--- config.mk ---
export PLATFORM = sky130hd
export DESIGN_NAME = display_feeder_flat
export DESIGN_NICKNAME = d
export VERILOG_FILES = /design/src/rtl/display_feeder_if.sv /design/src/rtl/display_feeder.sv /design/src/flat_wrapper.sv
export SDC_FILE = /design/constraint.sdc
export NUM_CORES = 1
export LEC_CHECK = 0
export ABC_AREA = 1
export CAP_MARGIN = 10
export CORE_MARGIN = 3
export CORE_UTILIZATION = 56
export CTS_BUF_LIST = sky130_fd_sc_hd__clkbuf_4
export DETAILED_ROUTE_END_ITERATION = 10
export GPL_TIMING_DRIVEN = 0
export PLACE_DENSITY = 0.82
export SLEW_MARGIN = 20
export SYNTH_ARGS = -nofsm -noshare
export SYNTH_HDL_FRONTEND = slang
export SYNTH_SLANG_ARGS = --single-unit
--- constraint.sdc ---
create_clock -name clk -period 2.54 [get_ports clk]
set_input_delay 0.508 -clock clk [delete_from_list [all_inputs] [get_ports clk]]
set_output_delay 0.508 -clock clk [all_outputs]
set_load 0.1 [all_outputs]
--- src/rtl/display_feeder_if.sv ---
// display_feeder_if
// Bundles the processor-side push bus, the display-stage handshake and the
// queue status of display_feeder.
//   master : the side that writes values and sees SEG_* (bus decode + display)
//   slave  : display_feeder itself
// Signals:
//   wr_en, wr_data, flush, clr_ovf : push / maintenance requests
//   PulsoFin                       : end-of-window pulse from the display stage
//   SEG_we, SEG_wdata              : issue strobe and value to the display stage
//   busy, full, empty, count, overflow : queue and issue status
interface display_feeder_if #(
  parameter int DEPTH  = 8,
  parameter int DATA_W = 8
);
  localparam int CW = $clog2(DEPTH) + 1;

  logic              wr_en;
  logic [DATA_W-1:0] wr_data;
  logic              flush;
  logic              clr_ovf;
  logic              PulsoFin;
  logic              SEG_we;
  logic [31:0]       SEG_wdata;
  logic              busy;
  logic              full;
  logic              empty;
  logic [CW-1:0]     count;
  logic              overflow;

  modport master (
    output wr_en, wr_data, flush, clr_ovf, PulsoFin,
    input  SEG_we, SEG_wdata, busy, full, empty, count, overflow
  );

  modport slave (
    input  wr_en, wr_data, flush, clr_ovf, PulsoFin,
    output SEG_we, SEG_wdata, busy, full, empty, count, overflow
  );
endinterface

--- src/rtl/display_feeder.sv ---
// display_feeder
// Queues values written by the processor bus and hands them one at a time to
// the seven-segment display stage. A value is issued as a one-cycle SEG_we
// pulse; the next one is held back until the display stage returns PulsoFin.
// Ports:
//   clk   : system clock, rising edge
//   reset : asynchronous, active-low
//   bus   : display_feeder_if slave modport (push bus, display handshake, status)
//
// state | meaning
// ------+------------------------------------------------------------
// IDLE  | nothing outstanding; pops the head as soon as the queue holds one
// WAIT  | a value was issued; waiting for PulsoFin from the display stage
module display_feeder #(
  parameter int DEPTH  = 8,
  parameter int DATA_W = 8
) (
  input logic                clk,
  input logic                reset,
  display_feeder_if.slave    bus
);
  localparam int AW = $clog2(DEPTH);
  localparam int CW = AW + 1;

  typedef enum logic {IDLE = 1'b0, WAIT = 1'b1} state_t;

  state_t            state;
  logic [DATA_W-1:0] mem [DEPTH];
  logic [AW-1:0]     wr_ptr;
  logic [AW-1:0]     rd_ptr;
  logic [CW-1:0]     count;
  logic              overflow;
  logic              seg_we;
  logic [31:0]       seg_wdata;

  logic full_w;
  logic empty_w;
  logic pop;
  logic push;
  logic drop;

  assign full_w  = (count == CW'(DEPTH));
  assign empty_w = (count == '0);

  // Pop decision uses the registered count, so a push into an empty queue
  // can never be popped on the same edge. Flush cancels everything.
  assign pop  = (state == IDLE) && !empty_w && !bus.flush;
  // A full queue still accepts a push when the head leaves on the same edge.
  assign push = bus.wr_en && (!full_w || pop) && !bus.flush;
  assign drop = bus.wr_en && full_w && !pop && !bus.flush;

  always_ff @(posedge clk) begin
    if (push) begin
      mem[wr_ptr] <= bus.wr_data;
    end
  end

  always_ff @(posedge clk or negedge reset) begin
    if (!reset) begin
      wr_ptr    <= '0;
      rd_ptr    <= '0;
      count     <= '0;
      overflow  <= 1'b0;
      seg_we    <= 1'b0;
      seg_wdata <= '0;
      state     <= IDLE;
    end else begin
      if (bus.flush) begin
        wr_ptr <= '0;
        rd_ptr <= '0;
        count  <= '0;
      end else begin
        if (push) wr_ptr <= wr_ptr + 1'b1;
        if (pop)  rd_ptr <= rd_ptr + 1'b1;
        case ({push, pop})
          2'b10:   count <= count + 1'b1;
          2'b01:   count <= count - 1'b1;
          default: count <= count;
        endcase
      end

      // Setting wins over clearing when both land on the same edge.
      if (drop)             overflow <= 1'b1;
      else if (bus.clr_ovf) overflow <= 1'b0;

      case (state)
        IDLE: begin
          seg_we <= 1'b0;
          if (pop) begin
            seg_we    <= 1'b1;
            seg_wdata <= 32'(mem[rd_ptr]);
            state     <= WAIT;
          end
        end
        WAIT: begin
          seg_we <= 1'b0;
          if (bus.PulsoFin) state <= IDLE;
        end
        default: begin
          seg_we <= 1'b0;
          state  <= IDLE;
        end
      endcase
    end
  end

  assign bus.SEG_we    = seg_we;
  assign bus.SEG_wdata = seg_wdata;
  assign bus.busy      = (state == WAIT);
  assign bus.full      = full_w;
  assign bus.empty     = empty_w;
  assign bus.count     = count;
  assign bus.overflow  = overflow;
endmodule

--- src/flat_wrapper.sv ---
// flat-port wrapper written by rule: the top's interface ports become plain ports
module display_feeder_flat 
#(
  parameter int DEPTH  = 8,
  parameter int DATA_W = 8
)
  (clk, reset, bus_wr_en, bus_wr_data, bus_flush, bus_clr_ovf, bus_PulsoFin, bus_SEG_we, bus_SEG_wdata, bus_busy, bus_full, bus_empty, bus_count, bus_overflow);
  display_feeder_if #(.DEPTH(DEPTH), .DATA_W(DATA_W)) bus_i ();
  input logic clk;
  input logic reset;
  input wire logic [$bits(bus_i.wr_en)-1:0] bus_wr_en;
  input wire logic [$bits(bus_i.wr_data)-1:0] bus_wr_data;
  input wire logic [$bits(bus_i.flush)-1:0] bus_flush;
  input wire logic [$bits(bus_i.clr_ovf)-1:0] bus_clr_ovf;
  input wire logic [$bits(bus_i.PulsoFin)-1:0] bus_PulsoFin;
  output wire logic [$bits(bus_i.SEG_we)-1:0] bus_SEG_we;
  output wire logic [$bits(bus_i.SEG_wdata)-1:0] bus_SEG_wdata;
  output wire logic [$bits(bus_i.busy)-1:0] bus_busy;
  output wire logic [$bits(bus_i.full)-1:0] bus_full;
  output wire logic [$bits(bus_i.empty)-1:0] bus_empty;
  output wire logic [$bits(bus_i.count)-1:0] bus_count;
  output wire logic [$bits(bus_i.overflow)-1:0] bus_overflow;
  assign bus_i.wr_en = bus_wr_en;
  assign bus_i.wr_data = bus_wr_data;
  assign bus_i.flush = bus_flush;
  assign bus_i.clr_ovf = bus_clr_ovf;
  assign bus_i.PulsoFin = bus_PulsoFin;
  assign bus_SEG_we = bus_i.SEG_we;
  assign bus_SEG_wdata = bus_i.SEG_wdata;
  assign bus_busy = bus_i.busy;
  assign bus_full = bus_i.full;
  assign bus_empty = bus_i.empty;
  assign bus_count = bus_i.count;
  assign bus_overflow = bus_i.overflow;
  display_feeder #(.DEPTH(DEPTH), .DATA_W(DATA_W)) u_core (.clk(clk), .reset(reset), .bus(bus_i));
endmodule
**Yosys cells after proc, flatten, opt, wreduce, memory -nomap -nowiden**

Memory sizes are Yosys's and may differ from the RTL's. A register that Yosys moved wholly into a read port is not among the register bits.
Index checks and enable logic that the tools add are counted.

- Memories kept: 1
- Input bits: 14
- ROM bits: 0
- Register bits: 13
- Logic and storage cells: 48
- Output and inout bits: 41
- Memory bits (writable): 64
- Latch bits: 0

Memories:

| name | depth | bits a word | read ports | clocked after memory_dff | write ports | RTL line | text |
|---|---|---|---|---|---|---|---|
| u_core.mem | 8 | 8 | 1 | 1 | 1 | display_feeder.sv:28 | `logic [DATA_W-1:0] mem [DEPTH];` |

- Muxes and demuxes: 14
- Reduce and logical (&&, ||, !) cells: 19
- Bitwise operators: 1
- Magnitude comparators: 0
- Eq/ne operators: 3
- Divide/modulo/power cells: 0
- Add/sub/neg operators: 4
- Shifts and indexed selects: 0
- $mul: 0

Operators with widths:

| kind | number |
|---|---|
| two-way mux 3 bit | 4 |
| case mux 4 bit (2 select lines) | 1 |
| logical AND 1 bit | 7 |
| adder 3 x 1 -> 3 bit (second input constant) | 2 |
| two-way mux 1 bit | 6 |
| nonzero test 2 bit | 3 |
| logical NOT 1 bit | 5 |
| adder 4 x 1 -> 4 bit (second input constant) | 1 |
| equality test 4 bit (second input constant) | 1 |
| logical NOT 4 bit | 1 |
| two-way mux 4 bit | 1 |
| case mux 1 bit (2 select lines) | 2 |
| subtractor 4 x 1 -> 4 bit (second input constant) | 1 |
| nonzero test 3 bit | 1 |
| equality test 2 x 1 -> 1 bit (second input constant) | 1 |
| equality test 2 bit (second input constant) | 1 |
| AND reduction 2 bit | 1 |
| logical OR 1 bit | 1 |
| NOT 1 bit | 1 |

**Logic depth before layout (Yosys ltp)**

- Word-level depth: 10
- Mapped depth: 13
- Mapped depth without buffers: 13

**Worst setup path after synthesis**

OpenSTA, ideal clock, no wires.

- Kind: reg2reg
- Start point: reg u_core.count[1] (netlist: u_core.bus.count[1])
- End point: mem u_core.mem[1][0], enable pin
- Path buffers: 0
- Arrival: 2606 ps
- Path slack: -436 ps
- Stages on the path, launching flop included: 9
- Cells stage by stage: dfrtp_1 -> nor2_1 -> nand2_1 -> inv_1 -> nand2_1 -> nand2_2 -> nor2_4 -> nand2_1 -> nor2_1

- Elaborated cells on any way between the ends: 11
- Classes of those cells: 1 x eq/ne; 2 x mux; 8 x reduce/logical

RTL lines:

| element | RTL line | text |
|---|---|---|
| start, declared | display_feeder.sv:31 | `logic [CW-1:0] count;` |
| start signal, assigned | display_feeder.sv:76 | `2'b10: count <= count + 1'b1;` |
| start signal, assigned | display_feeder.sv:77 | `2'b01: count <= count - 1'b1;` |
| start signal, assigned | display_feeder.sv:78 | `default: count <= count;` |
| equality test 4 bit | display_feeder.sv:42 | `assign full_w = (count == CW'(DEPTH));` |
| named net bus_full | flat_wrapper.sv:19 | `output wire logic [$bits(bus_i.full)-1:0] bus_full;` |
| logical NOT 1 bit | display_feeder.sv:49 | `assign push = bus.wr_en && (!full_w \|\| pop) && !bus.flush;` |
| logical OR 1 bit | display_feeder.sv:49 |  |
| logical AND 1 bit (2 in series) | display_feeder.sv:49 |  |
| two-way mux 1 bit | display_feeder.sv:53 | `if (push) begin` |
| two-way mux 1 bit (not written as such) | display_feeder.sv:54 | `mem[wr_ptr] <= bus.wr_data;` |
| end, declared | display_feeder.sv:28 |  |

The timed path passes the listed nets, and every way through them passes these cells.

**Worst setup path after layout**

- Start point: reg u_core.seg_wdata[0] (netlist: u_core.bus.SEG_wdata[0]), read port of u_core.mem
- End point: out bus_SEG_wdata[0]

RTL lines:

| element | RTL line | text |
|---|---|---|
| start, declared | display_feeder.sv:34 | `logic [31:0] seg_wdata;` |
| end, declared | flat_wrapper.sv:17 | `output wire logic [$bits(bus_i.SEG_wdata)-1:0] bus_SEG_wdata;` |

No word-level cell between the ends.

==> results.md <==
* Worst min-delay path startpoint: u_core.bus.SEG_wdata[7]
* Drt via density at ~5.3
* Worst setup EP type: primary output
* Switch Pwr at between 1500 and 2000 uW
* Worst r2r path cells at 9
* WS Path Type: flip-flop to primary output
* Worst Path Buf+Inv at 1
* Cell chain of the critical path: clkdlybuf4s50_1
* Share of post-route cells with drive strength above 1 at 15.96%
* Layout Nets at approximately 420
* Peak supply drop at 0.7958 mV
* Hold-critical path depth at 2
* Total GRT Usage at 20.94%
* Skew-Pair Late Insertion Delay at 0.43 ns
* Clk pwr share at 18.5%
* Final core occ at between 60% and 70%
* Post-DP Area at 4218 um2
* Max Clk Rate at a little over 400 MHz
* Drt drc at 0
* Share of synthesized registers carrying an async set or reset at 24.71%
* Post-Synthesis Cells at 332
* Chip height at 87.56 um
* DR iter-0 viols at 319
* Number of synthesized flops with an enable pin at 64
* Die Width at 87.56 um
* First-pass GRT wire length at ~12 mm
* Tmin final at 2.469 ns
* Area growth syn-to-layout at 16.46%
* # IOs at 55
* Synth top cells by count: 64 x edfxtp_1, 61 x nor2_1, 41 x nand2_1
* Clock Skews at 0.01427 ns
* Pwr/cell area at 877.4 nW/um2
* Final WL at ~7.3 mm
* Largest net degree at the start of global routing at 22
* CP Data Arrival Time at 1.96 ns
* # rows at 29
* Seq pwr share at a little over two fifths
* Root buffer cell: clkbuf_4
* Worst path required time at 2.03 ns
* Antenna-violating nets left at 0
* Sink of the worst hold path: u_core.bus.SEG_wdata[7]
* Mean Syn Cell Area at 11.22 um2
* Final setup TNS at 0 ns
* Sw Ratio at 44.22%
* Combinational Power Share at 37.8%
* Grt total ovfl at 0
* DRT Pass-1 Iters at 5
* Slew headroom at 35.20%
* Hold WC Path Type: flip-flop to flip-flop
* Final Hold Viols at 0
* Routed length per instance at 15.35 um
* CTS hold repair buffers at 0
* Final hold slack at 0.4953 ns
* Actual slew at the worst max-slew pin at between 0.9 and 1 ns
* Cell internal pwr at 2123 uW
* CP delay by family, top: buffers and inverters
* Mapped cell area at approximately 3700 um2
* Final Cell Area at roughly 4300 um2
* Slew Limit Fails at 0
* Setup ws final at 0.07123 ns
* Endpoints failing setup at 0
* Max incr delay on CP at 1.14 ns
* Num CTS Buffers at 9
* Worst R2R Setup Slack at 0.36 ns
* Vias in the first global route at approximately 2300
* Core area at 6386 um2
* CTS sink cnt at 85
* Clk buf depth at 2
* Count of cell types in the netlist at 26
* Vias at ~2500
* Synth top area share at 51.60%
* Outcome: finished clean
* Register area share after synthesis at 65.70%
* CP max stage cell: clkdlybuf4s50_1
* RR Endpoint: u_core.mem[1][5]
* Lkg Pwr at 0.001807 uW
* Synth area leader: edfxtp_1
* Number of max-cap violations at 0
* Routability cong. at between 0.8 and 0.9
* Reg-to-Reg Start: u_core.bus.count[3]
* Ys flop type: edfxtp_1
* CP max FO at 2
* I/O Buffers at 30
* Unrepaired setup endpoints after global routing: no
* ANT cells at 0
* Clock transition at the registers of the reported paths at roughly 0.14 ns
* Fin crit share at 97.20%
* Die area at 7666 um2
* Detailed placement HPWL at 5.139 mm
* Number of antenna violations at the first check in global routing at 0
* Count leader, synth: edfxtp_1
* Synth warn at 0
* Initial Utilization at between 50% and 60%
* Top cells by area, synth: edfxtp_1 52%, dfrtp_1 14%, nor2_1 6.1%
* Register bit total from synthesis at 85
* H-tree depth at 3
* Fillers at 496
* Pre-CTS setup slack at -0.3102 ns
* CP startpoint kind: flip-flop
* CTS tree: built
[sequential cells by signal, indices dropped and copies added (netlist names)]
signal and count:
u_core.bus.busy 1, u_core.bus.count 4, u_core.rd_ptr 3, u_core.mem 64
u_core.bus.SEG_wdata 8, u_core.bus.overflow 1, u_core.bus.SEG_we 1, u_core.wr_ptr 3
[cells in the final DEF (no fill, tap or decap), types with 2 or more instances in the layout]
| master | synthesis | routed |
|---|---|---|
| o211ai_1 | 16 | 16 |
| dfrtp_1 | 21 | 17 |
| o21ai_1 | 7 | 7 |
| o21ai_0 | 33 | 33 |
| dlygate4sd2_1 | 0 | 2 |
| ha_1 | 4 | 4 |
| dfrtp_2 | 0 | 2 |
| buf_2 | 8 | 10 |
| clkbuf_4 | 0 | 9 |
| a21oi_1 | 2 | 2 |
| inv_6 | 0 | 3 |
| edfxtp_1 | 64 | 64 |
| nor2_1 | 61 | 61 |
| nand3_1 | 19 | 19 |
| xor2_1 | 2 | 2 |
| dlymetal6s2s_1 | 0 | 3 |
| clkbuf_1 | 3 | 3 |
| dfrtp_4 | 0 | 2 |
| inv_2 | 3 | 3 |
| conb_1 | 1 | 24 |
| clkdlybuf4s50_1 | 0 | 23 |
| clkinv_1 | 1 | 2 |
| inv_1 | 11 | 11 |
| nand2_2 | 3 | 3 |
| buf_4 | 24 | 24 |
| nand3_4 | 2 | 2 |
| nand2_1 | 41 | 41 |
[stage by stage]
step	instances	total power (uW)
final	478	3806
after CTS	478	3824
after floorplan	355	2787
after detailed placement	462	3139
after global placement	462	3111
after global routing	478	3990
[metal layers]
layer	share of wire [%]	up-vias	global-route usage, %	routed length, um
li1	-	1229	-	-
met1	41	1150	28.64	2993
met2	47	123	32.19	3462
met3	10	12	5.738	767
met4	1.6	0	8.229	115
met5	0	-	0	0
[power groups by stage]
stage,clock network (uW),registers (uW),logic [uW]
after floorplan,0,2200,587
after detailed placement,0,1690,1450
final,704,1660,1440
after global placement,0,1690,1420
after CTS,717,1660,1440
after global routing,786,1680,1530
[area by class of cell]
| cell class | instances | area [um2] | share of cell area (%) |
|---|---|---|---|
| sequential | 85 | 2457 | 56.65 |
| multi-input combinational | 219 | 1072 | 24.72 |
| timing repair buffer | 30 | 295.3 | 6.807 |
| buffer | 36 | 235.2 | 5.423 |
| tap | 77 | 96.34 | 2.221 |
| clock buffer | 9 | 67.56 | 1.558 |
| clock inverter | 7 | 57.56 | 1.327 |
| inverter | 15 | 56.30 | 1.298 |
[what timing repair did]
action                                  CTS  global route
resized for setup                         8             7
endpoints found under the hold margin     0             0
endpoints found under the setup margin    4             5
setup buffers                             0             0
pin swaps                                 0             0
[worst max-delay path by stage]
stage,cells after the start,endpoint,from,slack (ns)
after global placement,8,u_core.mem[3][0],bus_flush,-0.25
after CTS,1,bus_count[2],u_core.bus.count[2],0.01
after global routing,1,bus_SEG_wdata[0],u_core.bus.SEG_wdata[0],0.005
after detailed placement,8,u_core.mem[1][1],bus_flush,-0.31
after floorplan,8,u_core.mem[1][0],u_core.bus.count[2],-0.03
final,1,bus_SEG_wdata[0],u_core.bus.SEG_wdata[0],0.07
[cells by family (layout without fill, tap and decap cells)]
kind of cell,Yosys count,in the layout,synth area share [%]
flops,85,85,65.70
compound gates,59,59,9.103
simple gates,129,129,14.91
xor+xnor,2,2,0.4704
buf+inv,51,97,7.826
fa+ha+maj,5,5,1.881
other cells,1,24,0.1007
Power figures use the tool's default switching activity.
